**config.mk**
```make
export PLATFORM = sky130hd
export DESIGN_NAME = alu_issue_ctrl
export DESIGN_NICKNAME = d
export VERILOG_FILES = /design/src/rtl/alu_pkg.sv /design/src/rtl/alu_decode.sv /design/src/rtl/alu_issue_ctrl.sv
export SDC_FILE = /design/constraint.sdc
export NUM_CORES = 1
export LEC_CHECK = 0
export CELL_PAD_IN_SITES_DETAIL_PLACEMENT = 1
export CELL_PAD_IN_SITES_GLOBAL_PLACEMENT = 1
export CORE_UTILIZATION = 31
export CTS_CLUSTER_SIZE = 40
export DETAILED_ROUTE_END_ITERATION = 8
export GPL_TIMING_DRIVEN = 0
export PLACE_DENSITY_LB_ADDON = 0.1
export SKIP_CTS_REPAIR_TIMING = 1
export SLEW_MARGIN = 15
export SYNTH_ARGS = -nofsm -noshare
export SYNTH_HDL_FRONTEND = slang
export SYNTH_SLANG_ARGS = --single-unit
```
**constraint.sdc**
```tcl
create_clock -name clk_i -period 2.8 [get_ports clk_i]
set_input_delay 0.42 -clock clk_i [delete_from_list [all_inputs] [get_ports clk_i]]
set_output_delay 0.42 -clock clk_i [all_outputs]
set_load 0.01 [all_outputs]
```
**src/rtl/alu_pkg.sv**
```systemverilog
// Shared ALU definitions: select codes, R-type funct values, ALUOp encodings
// and the issue-controller state type.
package alu_pkg;

  localparam logic [3:0] OP_SUM = 4'b0000;
  localparam logic [3:0] OP_SUB = 4'b0010;
  localparam logic [3:0] OP_AND = 4'b0100;
  localparam logic [3:0] OP_OR  = 4'b0101;
  localparam logic [3:0] OP_XOR = 4'b0110;
  localparam logic [3:0] OP_NOR = 4'b0111;
  localparam logic [3:0] OP_SLT = 4'b1010;

  localparam logic [5:0] F_ADD  = 6'h20;
  localparam logic [5:0] F_ADDU = 6'h21;
  localparam logic [5:0] F_SUB  = 6'h22;
  localparam logic [5:0] F_SUBU = 6'h23;
  localparam logic [5:0] F_AND  = 6'h24;
  localparam logic [5:0] F_OR   = 6'h25;
  localparam logic [5:0] F_XOR  = 6'h26;
  localparam logic [5:0] F_NOR  = 6'h27;
  localparam logic [5:0] F_SLT  = 6'h2A;

  localparam logic [1:0] ALUOP_ADD   = 2'b00;
  localparam logic [1:0] ALUOP_SUB   = 2'b01;
  localparam logic [1:0] ALUOP_FUNCT = 2'b10;
  localparam logic [1:0] ALUOP_ILL   = 2'b11;

  typedef enum logic [1:0] {
    ST_IDLE = 2'b00,
    ST_EXEC = 2'b01,
    ST_DONE = 2'b10
  } issue_state_t;

endpackage

```
**src/rtl/alu_decode.sv**
```systemverilog
// Combinational ALUOp/funct decoder producing the ALU select and an illegal flag.
// Illegal requests always map to OP_SUM so no undefined code ever leaves here.
module alu_decode
  import alu_pkg::*;
(
  input  logic [1:0] alu_op,
  input  logic [5:0] funct,
  output logic [3:0] sel,
  output logic       illegal
);

  always_comb begin
    sel     = OP_SUM;
    illegal = 1'b0;
    case (alu_op)
      ALUOP_ADD: sel = OP_SUM;
      ALUOP_SUB: sel = OP_SUB;
      ALUOP_FUNCT: begin
        case (funct)
          F_ADD, F_ADDU: sel = OP_SUM;
          F_SUB, F_SUBU: sel = OP_SUB;
          F_AND:         sel = OP_AND;
          F_OR:          sel = OP_OR;
          F_XOR:         sel = OP_XOR;
          F_NOR:         sel = OP_NOR;
          F_SLT:         sel = OP_SLT;
          default:       illegal = 1'b1;
        endcase
      end
      default: illegal = 1'b1;
    endcase
  end

endmodule

```
**src/rtl/alu_issue_ctrl.sv**
```systemverilog
// Issue controller: accepts an ALU request, drives the combinational ALU for
// one cycle, captures the result and hands it off with backpressure.
module alu_issue_ctrl
  import alu_pkg::*;
#(
  parameter int N     = 32,
  parameter int CNT_W = 16
) (
  input  logic             clk_i,
  input  logic             rst_i,
  input  logic             in_valid_i,
  output logic             in_ready_o,
  input  logic [1:0]       alu_op_i,
  input  logic [5:0]       funct_i,
  input  logic [N-1:0]     op_a_i,
  input  logic [N-1:0]     op_b_i,
  output logic [3:0]       alu_sel_o,
  output logic [N-1:0]     alu_a_o,
  output logic [N-1:0]     alu_b_o,
  input  logic [N-1:0]     alu_res_i,
  output logic             out_valid_o,
  input  logic             out_ready_i,
  output logic [N-1:0]     res_o,
  output logic             zero_o,
  output logic             err_o,
  output logic [CNT_W-1:0] op_count_o
);

  issue_state_t state_q, state_d;

  logic [3:0]       dec_sel;
  logic             dec_illegal;

  logic [3:0]       sel_p0;
  logic [N-1:0]     a_p0;
  logic [N-1:0]     b_p0;
  logic             ill_p0;

  logic [N-1:0]     res_p1;
  logic             zero_p1;
  logic             err_p1;
  logic [CNT_W-1:0] count_q;

  logic accept;
  logic handoff;
  logic drive_alu;

  alu_decode u_decode (
    .alu_op  (alu_op_i),
    .funct   (funct_i),
    .sel     (dec_sel),
    .illegal (dec_illegal)
  );

  assign accept    = (state_q == ST_IDLE) && in_valid_i;
  assign handoff   = (state_q == ST_DONE) && out_ready_i;
  assign drive_alu = (state_q == ST_EXEC) && !ill_p0;

  always_comb begin
    state_d = state_q;
    case (state_q)
      ST_IDLE: if (in_valid_i) state_d = ST_EXEC;
      ST_EXEC: state_d = ST_DONE;
      ST_DONE: if (out_ready_i) state_d = ST_IDLE;
      default: state_d = ST_IDLE;
    endcase
  end

  always_ff @(posedge clk_i) begin
    if (rst_i) state_q <= ST_IDLE;
    else       state_q <= state_d;
  end

  // Stage p0: request capture (data only, consumed solely in EXEC)
  always_ff @(posedge clk_i) begin
    if (accept) begin
      sel_p0 <= dec_sel;
      a_p0   <= op_a_i;
      b_p0   <= op_b_i;
      ill_p0 <= dec_illegal;
    end
  end

  // Stage p1: result capture; reset because the result is visible after reset
  always_ff @(posedge clk_i) begin
    if (rst_i) begin
      res_p1  <= '0;
      zero_p1 <= 1'b0;
      err_p1  <= 1'b0;
    end else if (state_q == ST_EXEC) begin
      if (ill_p0) begin
        res_p1  <= '0;
        zero_p1 <= 1'b0;
        err_p1  <= 1'b1;
      end else begin
        res_p1  <= alu_res_i;
        zero_p1 <= (alu_res_i == '0);
        err_p1  <= 1'b0;
      end
    end
  end

  always_ff @(posedge clk_i) begin
    if (rst_i)        count_q <= '0;
    else if (handoff) count_q <= count_q + 1'b1;
  end

  assign in_ready_o  = (state_q == ST_IDLE);
  assign out_valid_o = (state_q == ST_DONE);
  assign alu_sel_o   = drive_alu ? sel_p0 : OP_SUM;
  assign alu_a_o     = drive_alu ? a_p0   : '0;
  assign alu_b_o     = drive_alu ? b_p0   : '0;
  assign res_o       = res_p1;
  assign zero_o      = zero_p1;
  assign err_o       = err_p1;
  assign op_count_o  = count_q;

endmodule

```
==> results.py, run 1 <==
metrics = {
    "routing": {
        "met3WireLength_mm": 1.171,
        "wl_mm": 14.72,
        "dr_total_vias": 4054,
        "first_iter_violations": 137,
        "ant_nets": 0,
        "first_pass_iters": 4,
        "wl_met1_mm": 6.070,
        "routed_via_density": 4.703,
        "drc": 0,
        "wl_per_cell_um": 17.08,
        "top_layer": "met4",
        "wl_met2_mm": 7.320,
    },
    "worst_setup_path": {
        "crit_path_cell_trace": "nand2b_2 -> nor2_4 -> buf_6 -> clkbuf_4 -> and2_1 -> clkdlybuf4s50_1",
        "cp_max_fo": 10,
        "critPathLaunchType": "flop",
        "critPathKind": "reg2out",
        "critPathRequiredTime_ns": 2.38,
        "ff2ff_path_depth": 5,
        "endpoint_kind": "primary output",
        "r2r_slack_ns": 0.89,
        "slowest_delay_ns": 0.56,
        "rr_endpoint": "op_count_o[14]$_SDFFE_PP0P_",
        "crit_slowest_cell": "clkdlybuf4s50_1",
        "r2r-start": "op_count_o[0]$_SDFFE_PP0P_",
        "cp.arrival_ns": 2.22,
    },
    "cts": {
        "cts-buffers-inserted": 17,
        "htree_levels": 4,
        "clk_latency_ns": 0.41,
        "cts_root_buf": "clkbuf_16",
        "clock_sinks": 121,
        "path_clk_slew_ns": 0.06,
        "clk_path_buf_depth": 2,
        "cts_tree": "built",
    },
    "floorplan": {
        "core-area_um2": 15150,
        "fp.dieH_um": 126.6,
        "initial_utilization_pct": 31.76,
        "die_x_um": 126.6,
        "io_pins": 228,
        "fp.dieArea_um2": 16020,
        "rows": 45,
    },
    "timing": {
        "fmax_mhz": 378.9,
        "fin_crit_sh_pct": 94.26,
        "worstMarginPinSlew_ns": 0.5960,
        "fin_crit_ns": 2.639,
        "hold_viol": 0,
        "rsz0062_at_grt": "no",
        "maxSlewViolCount": 0,
        "max-slew-margin-rel_pct": 59.90,
        "setup_viol": 0,
        "fin_skew_ns": 0.008251,
    },
    "yosys": {
        "syn_avg_cell_area_um2": 11.56,
        "ys_seq_elements": 121,
        "netlist_instances": 416,
        "synth_flop_cell": "edfxtp_1",
        "synth-edff-count": 69,
        "synth.most_common_cell": "and2_1",
        "synth_common_cells": "and2_1 (70), edfxtp_1 (69), dfxtp_1 (52)",
        "yosys.area.top_type_share_pct": 43.07,
        "synth_fp_nets": 528,
        "yosysTopAreaCell": "edfxtp_1",
        "yosys-top-cells-area": "edfxtp_1 (43%), dfxtp_1 (22%), and2_1 (9.1%), nor3b_1 (5.0%), a21oi_1 (4.1%)",
        "ys_types": 31,
        "ys_async_sr_fraction_pct": 0,
        "ys_seq_area_share_pct": 64.71,
        "synthesis.area_um2": 4811,
        "yosysWarningCount": 0,
    },
    "final_layout": {
        "design_area_um2": 7966,
        "diodes": 0,
        "area_growth_pct": 65.59,
        "final_nets": 773,
        "drive_gt1_share_pct": 6.973,
    },
    "place": {
        "post_dp_cell_area_um2": 7331,
        "io_buffers": 226,
        "gp_congestion": 0.7495,
        "dp_hpwl_mm": 10.86,
    },
    "global_routing": {
        "grt_overflow": 0,
        "grt_pass1_vias": 4281,
        "antenna_found_initial": 0,
        "grt_pass1_wl_mm": 22.91,
        "grt_start_max_net_pins": 43,
        "track_usage_pct": 18.97,
    },
    "run": {
        "maxCapViolCount": 0,
    },
    "power_and_ir_drop": {
        "p_leak_nw": 2.827,
        "vdd_drop_max_mv": 0.4059,
        "total_power_mw": 4.581,
        "p_per_area_nw_per_um2": 575.1,
    },
    "outcome": {
        "outcome": "complete, no violations",
    },
    "worst_hold_path": {
        "min-delay-start": "rst_i",
        "hold_class": "in2reg",
        "worstHoldEndpoint": "state_q[0]$_SDFFE_PP0P_",
        "hold_depth": 2,
    },
}
-- through the flow --
step	util (%)	setup WS [ns]	hold slack [ns]	cells	TNS [ns]
final	52.60	0.1606	0.2012	862	0
after global routing	52.60	0.02743	0.1940	862	0
after CTS	52.32	-1.023	0.1868	863	-32.82
after detailed placement	48.40	-0.5497	0.4792	831	-5.250
after global placement	48.25	-0.8955	0.4676	830	-66.25
after floorplan	-	0.1659	0.5023	416	0
-- worst max-delay path, delay by kind of cell (launching register included) --
kind / cells / cell delay [ns]
DFF: 1 / 0.33
and+or+nand+nor: 3 / 0.56
buffers and inverters: 3 / 0.92
-- flip-flops by register name, indices dropped and copies added, names as in the netlist --
signal      flops
a_p0           32
b_p0           32
res_o          32
op_count_o     16
sel_p0          4
state_q         2
err_o           1
ill_p0          1
zero_o          1
-- kinds of logic (layout without fill, tap and decap cells) --
kind of cell | after synthesis | after routing | share of synthesized area, %
multiplexers | 1 | 1 | 0.2081
AO/OA/AOI/OAI | 46 | 46 | 4.916
flip-flops | 121 | 121 | 64.71
XOR/XNOR | 10 | 10 | 1.821
AND/OR/NAND/NOR | 203 | 203 | 24.55
adder cells (fa/ha/maj) | 4 | 4 | 1.040
buffers and inverters | 31 | 289 | 2.757
-- power by group --
part / switching, mW / internal, mW / leakage (nW)
combinational: 0.187 / 0.255 / 1.45
sequential: 0.0260 / 1.98 / 1.08
clock: 0.760 / 1.37 / 0.295
total: 0.973 / 3.61 / 2.83
-- final cells by class --
class,instances,area [um2]
buffer,24,123.9
clock buffer,27,565.5
clock inverter,5,27.53
fill,1596,7179
inverter,5,18.77
multi-input combinational,264,1578
sequential,121,3113
tap,188,235.2
timing repair buffer,228,2305
-- how the worst max path moves through the flow --
stage	startpoint	end	slack [ns]
after detailed placement	state_q[1]$_SDFFE_PP0P_	alu_b_o[22]	-0.55
final	state_q[1]$_SDFFE_PP0P_	alu_b_o[30]	0.16
after floorplan	state_q[1]$_SDFFE_PP0P_	a_p0[0]$_DFFE_PP_	0.17
after CTS	state_q[1]$_SDFFE_PP0P_	alu_b_o[22]	-1.02
after global routing	state_q[1]$_SDFFE_PP0P_	alu_b_o[12]	0.03
after global placement	in_valid_i	b_p0[21]$_DFFE_PP_	-0.90
-- per-layer routing --
metal / vias up / track usage [%]
met5: - / 0
met4: 0 / 6.095
met3: 13 / 7.423
met2: 147 / 32.69
met1: 1947 / 21.54
li1: 1947 / -
-- cells in the final DEF (no fill, tap or decap), drive strengths merged --
cell type      instances
a211oi                 1
a21oi                 39
a31o                   1
and2                  70
and3                   3
buf                    8
clkbuf                44
clkdlybuf4s50        225
clkinv                 4
clkinvlp               1
dfxtp                 52
dlymetal6s2s           2
edfxtp                69
ha                     4
inv                    5
mux2i                  1
nand2                  7
nand2b                 2
nand3                  6
nand3b                 3
nand4                  6
nor2                  48
nor2b                  3
nor3                   6
nor3b                 32
nor4                  10
o21ai                  5
or3                    4
or4                    3
xnor2                  7
xor2                   3
(Power assumes the default switching activity.)
==> run 2: changes to the inputs <==
- TNS_END_PERCENT: not set -> 1
==> run 2 against run 1 <==
Against the previous run: cell area increased by 0.33%; flip-flop and latch count stayed put; combinational power grew 0.9%; sequential share of layout area is 0.13 points lower; critical path depth grew 1; hold slack worse by 0.0022 ns; sequential power about the same; power up 0.10%; final cell count up 0.23%; setup slack worse by 0.13 ns; first-iteration DRC count grew 11%; critical endpoint unchanged.
==> results.py, run 2 (synthesis results as in run 1) <==
metrics = {
    "outcome": {
        "outcome": "complete, no violations",
    },
    "timing": {
        "maxSlewViolCount": 0,
        "setup_viol": 0,
        "hold_viol": 0,
        "fmax_mhz": 360.7,
        "rsz0062_at_grt": "yes",
        "fin_crit_sh_pct": 99.02,
        "max-slew-margin-rel_pct": 59.90,
        "setup_tns_ns": 0,
        "fin_crit_ns": 2.772,
        "fin_skew_ns": 0.008146,
        "worstMarginPinSlew_ns": 0.5960,
    },
    "routing": {
        "wl_per_cell_um": 17.08,
        "ant_nets": 0,
        "first_iter_violations": 152,
        "dr_total_vias": 4053,
        "wl_mm": 14.76,
        "drc": 0,
        "routed_via_density": 4.691,
        "first_pass_iters": 4,
    },
    "place": {
        "post_dp_cell_area_um2": 7331,
        "dp_hpwl_mm": 10.86,
        "gp_congestion": 0.7495,
        "io_buffers": 226,
    },
    "global_routing": {
        "grt_start_max_net_pins": 43,
        "grt_overflow": 0,
        "antenna_found_initial": 0,
        "grt_pass1_wl_mm": 22.91,
        "grt_pass1_vias": 4281,
        "track_usage_pct": 18.97,
    },
    "power_and_ir_drop": {
        "total_power_mw": 4.586,
        "p_per_area_nw_per_um2": 573.8,
        "vdd_drop_max_mv": 0.4089,
        "p_leak_nw": 2.955,
    },
    "worst_setup_path": {
        "critPathKind": "reg2out",
        "crit_slowest_cell": "clkdlybuf4s50_1",
        "endpoint_kind": "primary output",
        "cp.arrival_ns": 2.35,
        "cp_max_fo": 10,
        "critPathRequiredTime_ns": 2.38,
        "crit_path_cell_trace": "nand2b_1 -> clkbuf_1 -> nor2_4 -> buf_4 -> clkbuf_4 -> and2_1 -> clkdlybuf4s50_1",
        "slowest_delay_ns": 0.56,
        "critPathLaunchType": "flop",
    },
    "cts": {
        "cts_root_buf": "clkbuf_16",
        "cts_tree": "built",
        "clk_latency_ns": 0.41,
        "htree_levels": 4,
        "cts-buffers-inserted": 17,
        "clock_sinks": 121,
        "path_clk_slew_ns": 0.06,
        "clk_path_buf_depth": 2,
    },
    "floorplan": {
        "io_pins": 228,
        "initial_utilization_pct": 31.76,
        "rows": 45,
        "fp.dieArea_um2": 16020,
        "core-area_um2": 15150,
        "die_x_um": 126.6,
        "fp.dieH_um": 126.6,
    },
    "worst_hold_path": {
        "hold_class": "in2reg",
    },
    "final_layout": {
        "n_fill_cell": 1593,
        "final_cell_mix": "clkdlybuf4s50_1 (218), and2_1 (69), edfxtp_1 (69)",
        "fin_util_pct": 52.77,
        "final_nets": 775,
        "diodes": 0,
        "design_area_um2": 7993,
        "final_common_cell": "clkdlybuf4s50_1",
        "area_growth_pct": 66.14,
        "drive_gt1_share_pct": 6.805,
    },
    "run": {
        "maxCapViolCount": 0,
    },
}
## run 2: worst max-delay path, delay by kind of cell, from the launching register on
kind	cells	cell delay, ns
buf+inv	4	1.15
simple gates	3	0.46
flops	1	0.33
## run 2: final timing paths
check | end | slack (ns) | cells after the start | from
worst max-delay path | alu_b_o[30] | 0.03 | 7 | state_q[1]$_SDFFE_PP0P_
worst min-delay path | state_q[0]$_SDFFE_PP0P_ | 0.20 | 2 | rst_i
worst max register to register | res_o[24]$_SDFFE_PP0N_ | 0.86 | 6 | state_q[1]$_SDFFE_PP0P_
worst min register to register | res_o[25]$_SDFFE_PP0N_ | 0.48 | 2 | res_o[25]$_SDFFE_PP0N_
## run 2: layout make-up
class	count	area, um2	area share, %
Buffer	26	135.1	1.691
Clock buffer	27	565.5	7.076
Clock inverter	5	27.53	0.3444
Inverter	5	18.77	0.2348
Multi-Input combinational cell	264	1575	19.71
Sequential cell	121	3113	38.95
Tap cell	188	235.2	2.943
Timing Repair Buffer	228	2322	29.05
## run 2: power by group
| part | switching [mW] | leakage (nW) | internal [mW] |
|---|---|---|---|
| registers | 0.0233 | 1.08 | 1.98 |
| clock network | 0.764 | 0.295 | 1.37 |
| logic | 0.191 | 1.58 | 0.255 |
| total | 0.978 | 2.96 | 3.61 |
## run 2: metrics by stage
step | std cells | setup slack, ns | hold WS [ns]
2_1_floorplan | 416 | 0.1659 | 0.5023
3_5_place_dp | 831 | -0.5497 | 0.4792
4_1_cts | 863 | -1.023 | 0.1868
5_1_grt | 864 | -0.1139 | 0.1940
3_3_place_gp | 830 | -0.8955 | 0.4676
6_report | 864 | 0.02752 | 0.1989
## run 2: layer usage
metal / up-vias / track usage, % / wire length (um)
li1: 1952 / - / -
met1: 1936 / 21.54 / 6034
met2: 151 / 32.69 / 7346
met3: 14 / 7.423 / 1211
met4: 0 / 6.095 / 167
met5: - / 0 / 0
==> run 3: changes to the inputs <==
- SLEW_MARGIN: 15 -> 0
==> run 3 against run 2 <==
Against the previous run: global-route usage shrank 0.19 points; first-iteration DRC count down 3.9%; critical path depth is 1 lower; die area unchanged; non-clock buffer count is 2 lower; flip-flop and latch count unchanged; cell area shrank 0.85%; setup slack improved by 0.12 ns; core utilization down 0.45 points; via count decreased by 1.8%; power down 0.46%; fmax rose by 4.6%; critical path type unchanged; largest power group unchanged.
==> results.py, run 3 (synthesis results as in run 1) <==
metrics = {
    "outcome": {
        "outcome": "complete, no violations",
    },
    "timing": {
        "max-slew-margin-rel_pct": 37.93,
        "fin_crit_sh_pct": 94.64,
        "worstMarginPinSlew_ns": 0.9310,
        "worst_slack_ns": 0.1502,
        "setup_viol": 0,
        "fin_skew_ns": 0.005903,
        "whs_ns": 0.2034,
        "fmax_mhz": 377.4,
        "fin_crit_ns": 2.650,
        "rsz0062_at_grt": "no",
        "maxSlewViolCount": 0,
        "hold_viol": 0,
    },
    "cts": {
        "clk_path_buf_depth": 2,
        "path_clk_slew_ns": 0.05,
        "cts-buffers-inserted": 17,
        "cts_root_buf": "clkbuf_16",
        "clock_sinks": 121,
        "cts_tree": "built",
        "htree_levels": 4,
        "clk_latency_ns": 0.42,
    },
    "final_layout": {
        "fin_cells": 862,
        "final_cell_mix": "clkdlybuf4s50_1 (225), and2_1 (69), edfxtp_1 (69)",
        "design_area_um2": 7925,
        "drive_gt1_share_pct": 6.677,
        "final_common_cell": "clkdlybuf4s50_1",
        "diodes": 0,
        "area_growth_pct": 64.73,
        "final_nets": 773,
        "fin_util_pct": 52.33,
    },
    "floorplan": {
        "core-area_um2": 15150,
        "fp.dieH_um": 126.6,
        "fp.dieArea_um2": 16020,
        "die_x_um": 126.6,
        "rows": 45,
        "io_pins": 228,
        "initial_utilization_pct": 31.76,
    },
    "worst_setup_path": {
        "rr_endpoint": "op_count_o[14]$_SDFFE_PP0P_",
        "cp_max_fo": 10,
        "endpoint_kind": "primary output",
        "r2r_slack_ns": 0.91,
        "critPathKind": "reg2out",
        "cp.arrival_ns": 2.23,
        "ff2ff_path_depth": 5,
        "critPathLaunchType": "flop",
        "critPathRequiredTime_ns": 2.38,
        "r2r-start": "op_count_o[0]$_SDFFE_PP0P_",
    },
    "routing": {
        "dr_total_vias": 3979,
        "met3WireLength_mm": 1.300,
        "drc": 0,
        "wl_mm": 14.60,
        "wl_per_cell_um": 16.94,
        "routed_via_density": 4.616,
        "wl_met2_mm": 6.995,
        "ant_nets": 0,
        "top_layer": "met4",
        "wl_met1_mm": 6.136,
        "first_iter_violations": 146,
        "first_pass_iters": 4,
    },
    "place": {
        "gp_congestion": 0.7495,
        "dp.cells": 830,
        "post_dp_cell_area_um2": 7311,
        "dp_hpwl_mm": 10.77,
        "io_buffers": 226,
        "place_ws_ns": -0.4579,
    },
    "power_and_ir_drop": {
        "clkPwrFrac_pct": 46.5,
        "netSwitchingPower_mw": 0.9706,
        "p_seq_share_pct": 44.0,
        "p_sw_share_pct": 21.26,
        "pwr-share-comb_pct": 9.5,
        "p_int_mw": 3.594,
        "vdd_drop_max_mv": 0.4070,
        "p_leak_nw": 2.811,
        "p_per_area_nw_per_um2": 576.0,
    },
    "global_routing": {
        "grt_start_max_net_pins": 71,
        "grt_pass1_vias": 4059,
        "track_usage_pct": 18.78,
        "grt_pass1_wl_mm": 22.31,
        "grt_overflow": 0,
        "antenna_found_initial": 0,
    },
    "worst_hold_path": {
        "hold_depth": 2,
        "worstHoldEndpoint": "state_q[0]$_SDFFE_PP0P_",
        "min-delay-start": "rst_i",
        "hold_class": "in2reg",
    },
    "run": {
        "maxCapViolCount": 0,
    },
}
==> run 3: power groups by stage <==
stage	sequential (mW)	combinational, mW	clock [mW]
finish	2.01	0.435	2.12
global route	2.01	0.471	2.26
CTS	2.00	0.441	2.19
detailed placement	2.04	0.436	0
global placement	2.04	0.428	0
floorplan	2.04	0.144	0
==> run 3: per-stage QoR <==
stage | setup TNS, ns | total power [mW]
after floorplan | 0 | 2.186
after global placement | -66.25 | 2.469
after detailed placement | -3.968 | 2.476
after CTS | -29.77 | 4.632
after global routing | 0 | 4.747
final | 0 | 4.565
==> run 3: routing by layer <==
| metal | global-route usage, % | up-vias |
|---|---|---|
| met5 | 0 | - |
| met3 | 8.520 | 12 |
| met1 | 21.59 | 1871 |
| met4 | 6.308 | 0 |
| met2 | 31.00 | 146 |
| li1 | - | 1950 |
==> run 3: final cells by class <==
| type | count | area (um2) |
|---|---|---|
| well taps | 188 | 235.2 |
| plain buffers | 24 | 120.1 |
| fillers | 1596 | 7221 |
| clock inverters | 7 | 62.56 |
| clock buffers | 25 | 518.0 |
| flip-flops and latches | 121 | 3113 |
| multi-input cells | 264 | 1578 |
| inverters | 5 | 18.77 |
| repair buffers | 228 | 2280 |
==> run 3: worst max-delay path, cell delays in order (launching register included) <==
cell             delay (ns)
dfxtp_1                0.33
nand2b_2               0.25
nor2_4                 0.15
buf_4                  0.19
clkbuf_4               0.21
and2_1                 0.13
clkdlybuf4s50_1        0.56
==> run 3: worst max path at each step <==
stage,from,to,slack [ns],cells past startpoint
after floorplan,state_q[1]$_SDFFE_PP0P_,a_p0[0]$_DFFE_PP_,0.17,2
after global placement,in_valid_i,b_p0[21]$_DFFE_PP_,-0.90,2
after detailed placement,state_q[1]$_SDFFE_PP0P_,alu_b_o[22],-0.46,7
after CTS,state_q[1]$_SDFFE_PP0P_,alu_b_o[22],-0.97,7
after global routing,state_q[1]$_SDFFE_PP0P_,alu_b_o[30],0.009,6
final,state_q[1]$_SDFFE_PP0P_,alu_b_o[30],0.15,6
